**config.mk**
```make
export PLATFORM = sky130hd
export DESIGN_NAME = msk_tx_timing
export DESIGN_NICKNAME = d
export VERILOG_FILES = /design/src/rtl/msk_tx_timing.sv
export SDC_FILE = /design/constraint.sdc
export NUM_CORES = 1
export LEC_CHECK = 0
export ABC_AREA = 1
export BUFFER_PORTS_ARGS = -buffer_cell sky130_fd_sc_hd__buf_2
export CAP_MARGIN = 10
export CORE_AREA = 2 2 39 41
export CTS_BUF_LIST = sky130_fd_sc_hd__clkbuf_8
export DETAILED_ROUTE_END_ITERATION = 10
export DIE_AREA = 0 0 41 43
export PLACE_DENSITY = 0.8
export SETUP_SLACK_MARGIN = 0.4
export SLEW_MARGIN = 10
export SYNTH_ARGS = -nofsm -noshare
export SYNTH_HDL_FRONTEND = slang
export SYNTH_SLANG_ARGS = --single-unit
```
**constraint.sdc**
```tcl
create_clock -name clk -period 1.3 [get_ports clk]
set_input_delay 0.13 -clock clk [delete_from_list [all_inputs] [get_ports clk]]
set_output_delay 0.13 -clock clk [all_outputs]
set_load 0.05 [all_outputs]
```
**src/rtl/msk_tx_timing.sv**
```systemverilog
// MSK transmit bit timing: paces a serial stream into offset I/Q
// branch bits with sync strobes and a bit-timing square wave.
module msk_tx_timing #(
   parameter int P       = 16,
   parameter int CNT_W   = 6,
   parameter bit DIFF_EN = 1'b1
) (
   input  logic clk,
   input  logic rst,
   input  logic en,
   input  logic din,
   input  logic din_valid,
   output logic din_ready,
   output logic i_bit,
   output logic q_bit,
   output logic i_sync,
   output logic q_sync,
   output logic sym_clk,
   output logic underrun
);

   localparam logic [CNT_W-1:0] LAST = CNT_W'(2*P-1);
   localparam logic [CNT_W-1:0] MID  = CNT_W'(P-1);
   localparam logic [CNT_W-1:0] HALF = CNT_W'(P);

   logic [CNT_W-1:0] cnt;
   logic [CNT_W-1:0] cnt_nxt;
   logic             prev;
   logic             i_sync_q;
   logic             q_sync_q;
   logic             slot_i;
   logic             slot_q;
   logic             bit_in;
   logic             enc;

   always_comb begin
      cnt_nxt = cnt;
      if (en) begin
         cnt_nxt = (cnt == LAST) ? '0 : cnt + 1'b1;
      end
   end

   assign slot_i    = en && (cnt == LAST);
   assign slot_q    = en && (cnt == MID);
   assign din_ready = slot_i || slot_q;

   // a missing bit is sent as 0 so the branch timing never slips
   assign bit_in = din_valid & din;
   assign enc    = DIFF_EN ? (bit_in ^ prev) : bit_in;

   // strobes survive an en=0 stall and fire on the first enabled cycle
   assign i_sync = i_sync_q & en;
   assign q_sync = q_sync_q & en;

   always_ff @(posedge clk or posedge rst) begin
      if (rst) begin
         cnt      <= HALF;
         prev     <= 1'b0;
         i_bit    <= 1'b0;
         q_bit    <= 1'b0;
         i_sync_q <= 1'b0;
         q_sync_q <= 1'b0;
         sym_clk  <= 1'b0;
         underrun <= 1'b0;
      end else begin
         cnt <= cnt_nxt;
         if (en) begin
            sym_clk  <= (cnt_nxt < HALF);
            i_sync_q <= slot_i;
            q_sync_q <= slot_q;
         end
         if (slot_i) begin
            i_bit <= enc;
         end
         if (slot_q) begin
            q_bit <= enc;
         end
         if (din_ready) begin
            prev <= enc;
            if (!din_valid) begin
               underrun <= 1'b1;
            end
         end
      end
   end

endmodule

```
-- Word-level counts from Yosys, hierarchy flattened
Index checks and enable logic that the tools add are counted.
W data, S select, Z words.
- input bits: 5
- bits in writable memories: 0
- word-level logic and storage cells: 23
- bits in read-only memories: 0
- memories kept: 0
- flip-flop bits (word level): 13
- output and inout bits: 7
- bits in latches: 0
- divide/modulo/power cells: 0
- mux-type cells: 2
- reduce and logical (&&, ||, !) cells: 4
- bitwise logic cells: 5
- $add $sub $neg: 1
- shift operators: 0
- eq/ne operators: 2
- multiply operators: 0
- $lt $le $gt $ge: 1
- operator list (kind ; count):
    $mux W6 ; 2
    $add A6 B1 Y6 const B ; 1
    $eq A6 B4 Y1 const B ; 1
    $eq A6 B5 Y1 const B ; 1
    $lt A6 B5 Y1 const B ; 1
    $and A1 B1 Y1 ; 3
    $logic_and A1 B1 Y1 ; 2
    $reduce_and A2 Y1 ; 1
    $logic_or A1 B1 Y1 ; 1
    $not A1 Y1 ; 1
    $xor A1 B1 Y1 ; 1

-- Longest topological paths before layout
- depth after elaboration: 4
- mapped depth: 7

-- Worst setup path before layout
OpenSTA, ideal clock, no wires.
- kind: register -> register
- start point: register cnt[1]
- end point: register prev
- data required time: 1223 ps
- arrival: 1425 ps
- path slack: -202 ps
- library setup time: 77 ps
- buffers on the path: 0
- stages on the path, launching flop included: 6
- cells stage by stage: dfrtp_1 ha_1 nand4_2 nor2_2 nand2_1 o21ai_1
- longest elaborated chain between the ends: 3
- elaborated cells on any way between the ends: 5
- RTL lines (element ; line ; text):
    start: declaration ; 26 ; logic [CNT_W-1:0] cnt;
    start signal: assignment ; 66 ; cnt <= cnt_nxt;
    $eq A6 B5 Y1 / $eq A6 B4 Y1 (equally long branches) ; 43, 44 ;
    $logic_and A1 B1 Y1, on equally long branches ; 43, 44 ;
    $logic_or A1 B1 Y1 (*) ; 45 ; assign din_ready = slot_i || slot_q;
    via din_ready ; 13 ; output logic din_ready,
    end signal: assignment ; 79 ; prev <= enc;
    end: declaration ; 28 ; logic prev;
Mark *: on every way through the listed nets, which the timed path passes. The rest lies on a longest branch.
A chain may end at the register's enable or synchronous reset.

-- Worst setup path after layout
- start point: register cnt[0]
- end point: output din_ready
- longest elaborated chain between the ends: 3
- elaborated cells on any way between the ends: 5
- RTL lines (element ; line):
    $eq A6 B5 Y1 / $eq A6 B4 Y1 (equally long branches) ; 43, 44
    $logic_and A1 B1 Y1, on equally long branches ; 43, 44
    $logic_or A1 B1 Y1 (*) ; 45
    end: declaration ; 13
Mark *: on every way between the ends. The rest lies on a longest branch, timed or not.

==> run_summary.xml <==
<?xml version="1.0" encoding="UTF-8"?>
<metrics>
  <group name="critical_path">
    <metric name="worst_setup_path_start_kind" unit="">register</metric>
    <metric name="cp_slowest_cell" unit="">sky130_fd_sc_hd__dfrtp_1</metric>
    <metric name="timing.critical_path.max_delay_family" unit="">flip-flops</metric>
    <metric name="timing.critical_path.arrival" unit="ps">1180</metric>
    <metric name="crit_path_cell_trace" unit="">ha_4, nand4_4, nor2_4, buf_8</metric>
    <metric name="critical_path_class" unit="">register to primary output</metric>
    <metric name="critPathCaptureType" unit="">primary output</metric>
    <metric name="cp_slowest_stage_delay" unit="ps">390</metric>
    <metric name="critPathMaxFanout" unit="">2</metric>
    <metric name="critical_path_required" unit="ps">1170</metric>
    <metric name="critical_path_buffer_and_inverter_count" unit="">1</metric>
  </group>
  <group name="timing">
    <metric name="timing.clock.skew" unit="ps">1.57</metric>
    <metric name="layout_setup_ws" unit="ps">-8.80</metric>
    <metric name="headroom_to_the_max_slew_limit" unit="">0.793</metric>
    <metric name="drv_slew" unit="">0</metric>
    <metric name="maximum_clock_rate" unit="MHz">764</metric>
    <metric name="final-hold-violation-count" unit="">0</metric>
    <metric name="grt_setup_unrepaired" unit="">true</metric>
    <metric name="finalWorstPathRequiredPeriod" unit="ps">1310</metric>
    <metric name="timing.final.setup_violations" unit="">1</metric>
    <metric name="layout_worst_path_cycle_share" unit="">1.01</metric>
    <metric name="hold-worst-slack" unit="ps">78.8</metric>
    <metric name="worst_pin_slew" unit="ps">310</metric>
  </group>
  <group name="final_layout">
    <metric name="design.final.nets" unit="">113</metric>
    <metric name="combined_area_of_the_multi_input_logic_cells" unit="um2">365</metric>
    <metric name="antennaDiodeCount" unit="">0</metric>
    <metric name="finish.instance_area" unit="um2">997</metric>
    <metric name="ratio_of_cells_with_drive_above_1_in_the_final_layout" unit="">0.481</metric>
    <metric name="regArea" unit="um2">330</metric>
    <metric name="fin_cells" unit="">122</metric>
    <metric name="num-fill-cells" unit="">93</metric>
    <metric name="syn2layout_area_growth" unit="%">44.1</metric>
  </group>
  <group name="clocking">
    <metric name="tritoncts_clock_tree" unit="">built</metric>
    <metric name="cts.clk_slew.worst_paths" unit="ps">60</metric>
    <metric name="clockBufferDepth" unit="">2</metric>
    <metric name="cts_buffers" unit="">3</metric>
    <metric name="num_clock_sinks" unit="">13</metric>
    <metric name="clock_insertion_delay_worst_skew" unit="ps">240</metric>
    <metric name="cts_root_buf" unit="">sky130_fd_sc_hd__clkbuf_8</metric>
    <metric name="htree_num_levels" unit="">1</metric>
  </group>
  <group name="outcome">
    <metric name="violations" unit="">setup timing</metric>
    <metric name="outcome" unit="">complete, but fails checks</metric>
  </group>
  <group name="routing">
    <metric name="post_drt_wl_per_cell" unit="um">16.0</metric>
    <metric name="detailroute.via_count" unit="">653</metric>
    <metric name="via_per_inst" unit="">5.35</metric>
    <metric name="ant_nets" unit="">0</metric>
    <metric name="route.detailed.drc" unit="">0</metric>
    <metric name="detail_route.wirelength" unit="um">1960</metric>
    <metric name="first_iter_violations" unit="">9</metric>
    <metric name="detailedRoute.firstPassIterationCount" unit="">4</metric>
  </group>
  <group name="grt">
    <metric name="grt-busiest-layer" unit="">met2</metric>
    <metric name="grt_antenna_before_repair" unit="">0</metric>
    <metric name="globalRouteTotalUtil" unit="">0.268</metric>
    <metric name="routing_usage_on_met1" unit="">0.302</metric>
    <metric name="groute.layer.met2.usage" unit="">0.403</metric>
    <metric name="grt_pass1_vias" unit="">647</metric>
    <metric name="globalRoute.totalOverflow" unit="">0</metric>
    <metric name="pin_count_of_the_biggest_net_entering_global_routing" unit="">14</metric>
    <metric name="met3_usage" unit="">0.0681</metric>
    <metric name="grt_first_pass_wirelength" unit="um">2970</metric>
  </group>
  <group name="die">
    <metric name="core-area" unit="um2">1380</metric>
    <metric name="initial_utilization" unit="">0.500</metric>
    <metric name="floorplan.die_area" unit="um2">1760</metric>
    <metric name="fp-row-count" unit="">14</metric>
    <metric name="die_w" unit="um">41</metric>
    <metric name="die_height" unit="um">43</metric>
    <metric name="num_io_pins" unit="">12</metric>
  </group>
  <group name="min_path">
    <metric name="worstHoldPathType" unit="">input pin to register</metric>
  </group>
  <group name="flow_run">
    <metric name="cap_violations" unit="">0</metric>
  </group>
  <group name="placement">
    <metric name="total_instance_count_after_detailed_placement" unit="">111</metric>
    <metric name="placedInstanceArea" unit="um2">787</metric>
    <metric name="dp.final_hpwl" unit="um">1030</metric>
    <metric name="place_worst_setup_slack" unit="ps">71.6</metric>
    <metric name="routabilityCongestion" unit="">0.813</metric>
    <metric name="place.port_buffers" unit="">11</metric>
  </group>
  <group name="synthesis">
    <metric name="postSynthCellCount" unit="">84</metric>
    <metric name="mappedNetlistArea" unit="um2">692</metric>
    <metric name="netlist-cell-type-count" unit="">22</metric>
    <metric name="number_of_flip_flops_and_latches_in_the_synthesized_netlist" unit="">13</metric>
    <metric name="synth_nets" unit="">90</metric>
    <metric name="yosysWarningCount" unit="">0</metric>
    <metric name="synth.avg_cell_area" unit="um2">8.24</metric>
    <metric name="synth_sequential_area_ratio" unit="">0.472</metric>
  </group>
  <group name="power">
    <metric name="leakagePower" unit="nW">0.492</metric>
    <metric name="power_per_cell_area" unit="nW/um2">2040</metric>
    <metric name="irDropWorstVdd" unit="V">0.00135</metric>
  </group>
</metrics>
layout make-up:
cell class              count  area share
well taps                  16      0.0201
flip-flops and latches     13       0.331
repair buffers             20       0.184
clock buffers               3      0.0414
clock inverters             1     0.00376
multi-input cells          56       0.366
inverters                  13      0.0527
synthesized netlist by cell type:
| library cell | n | share of area |
|---|---|---|
| sky130_fd_sc_hd__o21ai_2 | 1 | 0.013 |
| sky130_fd_sc_hd__nand2_1 | 28 | 0.15 |
| sky130_fd_sc_hd__a21boi_1 | 1 | 0.011 |
| sky130_fd_sc_hd__dfrtp_1 | 12 | 0.43 |
| sky130_fd_sc_hd__o21ai_1 | 4 | 0.029 |
| sky130_fd_sc_hd__nand4_1 | 1 | 0.0090 |
| sky130_fd_sc_hd__o31ai_1 | 1 | 0.011 |
| sky130_fd_sc_hd__xor2_1 | 2 | 0.025 |
| sky130_fd_sc_hd__nor2_2 | 1 | 0.0090 |
| sky130_fd_sc_hd__nand4_2 | 1 | 0.018 |
| sky130_fd_sc_hd__nor2_4 | 1 | 0.016 |
| sky130_fd_sc_hd__or2_0 | 1 | 0.0090 |
| sky130_fd_sc_hd__nand3_2 | 1 | 0.014 |
| sky130_fd_sc_hd__nand2_4 | 1 | 0.016 |
| sky130_fd_sc_hd__buf_6 | 2 | 0.033 |
| sky130_fd_sc_hd__ha_1 | 1 | 0.018 |
| sky130_fd_sc_hd__nand3_1 | 6 | 0.043 |
| sky130_fd_sc_hd__inv_1 | 11 | 0.060 |
| sky130_fd_sc_hd__nand2_2 | 1 | 0.0090 |
| sky130_fd_sc_hd__nor2_1 | 4 | 0.022 |
| sky130_fd_sc_hd__dfstp_2 | 1 | 0.038 |
| sky130_fd_sc_hd__inv_2 | 2 | 0.011 |
metrics by stage:
stage | utilization | total power, mW | TNS, ps
2_1_floorplan | - | 1.27 | 0
3_3_place_gp | 0.569 | 1.37 | 0
3_5_place_dp | 0.569 | 1.40 | 0
4_1_cts | 0.688 | 1.91 | 0
5_1_grt | 0.721 | 2.14 | -105
6_report | 0.721 | 2.03 | -8.80
registers in the layout, indices dropped and copies added (netlist names):
signal and cells:
cnt 6, underrun 1, q_sync_q 1, q_bit 1, i_bit 1, prev 1, i_sync_q 1, sym_clk 1
per-layer routing:
metal | routed length (um) | up-vias
met5 | 0 | -
met4 | 105 | 0
met2 | 1000 | 22
met1 | 753 | 312
li1 | - | 308
met3 | 97 | 11
placed cells by master (no fill, tap or decap):
master	n
sky130_fd_sc_hd__nand4_4	1
sky130_fd_sc_hd__buf_6	5
sky130_fd_sc_hd__nand2_1	23
sky130_fd_sc_hd__clkinvlp_4	1
sky130_fd_sc_hd__inv_2	4
sky130_fd_sc_hd__nand2_2	6
sky130_fd_sc_hd__nand2_4	1
sky130_fd_sc_hd__dfstp_2	1
sky130_fd_sc_hd__o21ai_2	3
sky130_fd_sc_hd__o21ai_1	2
sky130_fd_sc_hd__nor2_1	2
sky130_fd_sc_hd__nand3_2	3
sky130_fd_sc_hd__or2_0	1
sky130_fd_sc_hd__nor2_2	1
sky130_fd_sc_hd__clkbuf_8	3
sky130_fd_sc_hd__buf_8	3
sky130_fd_sc_hd__nor2_4	3
sky130_fd_sc_hd__dlygate4sd3_1	1
sky130_fd_sc_hd__dfrtp_1	9
sky130_fd_sc_hd__ha_4	1
sky130_fd_sc_hd__a21boi_1	1
sky130_fd_sc_hd__o31ai_2	1
sky130_fd_sc_hd__nand3_1	4
sky130_fd_sc_hd__buf_4	7
sky130_fd_sc_hd__nand4_1	1
sky130_fd_sc_hd__xor2_1	2
sky130_fd_sc_hd__buf_2	4
sky130_fd_sc_hd__dfrtp_2	3
sky130_fd_sc_hd__inv_1	9
report_power, final:
group | switching [mW] | total (mW) | internal (mW)
clock network | 0.150 | 0.359 | 0.209
logic | 0.541 | 0.893 | 0.352
registers | 0.214 | 0.779 | 0.565
worst paths after layout:
path / slack (ps) / depth (start not counted) / from / endpoint
max: -9 / 4 / cnt[0] / din_ready
min: 80 / 2 / din_valid / underrun
max reg2reg: 0 / 6 / cnt[0] / cnt[3]
min reg2reg: 490 / 2 / q_sync_q / q_sync_q
max in group asynchronous: 610 / 3 / rst / cnt[4]
min in group asynchronous: 420 / 3 / rst / cnt[0]
timing repair:
action	4_1_cts	5_1_grt
hold buffers	1	0
setup endpoints to repair	20	33
resized for setup	20	16
endpoints found under the hold margin	12	0
pin swaps	3	5
buffers inserted	6	0
cells by family after synthesis:
group                      count (synthesis)  share of synthesized area
AOI/OAI and AO/OA                          7                     0.0633
xor gates and xnor gates                   2                     0.0253
adders and majority gates                  1                     0.0181
buffers and inverters                     15                      0.103
DFF                                       13                      0.472
and+or+nand+nor                           46                      0.318
Note: power is estimated with default switching activity, not from simulation.
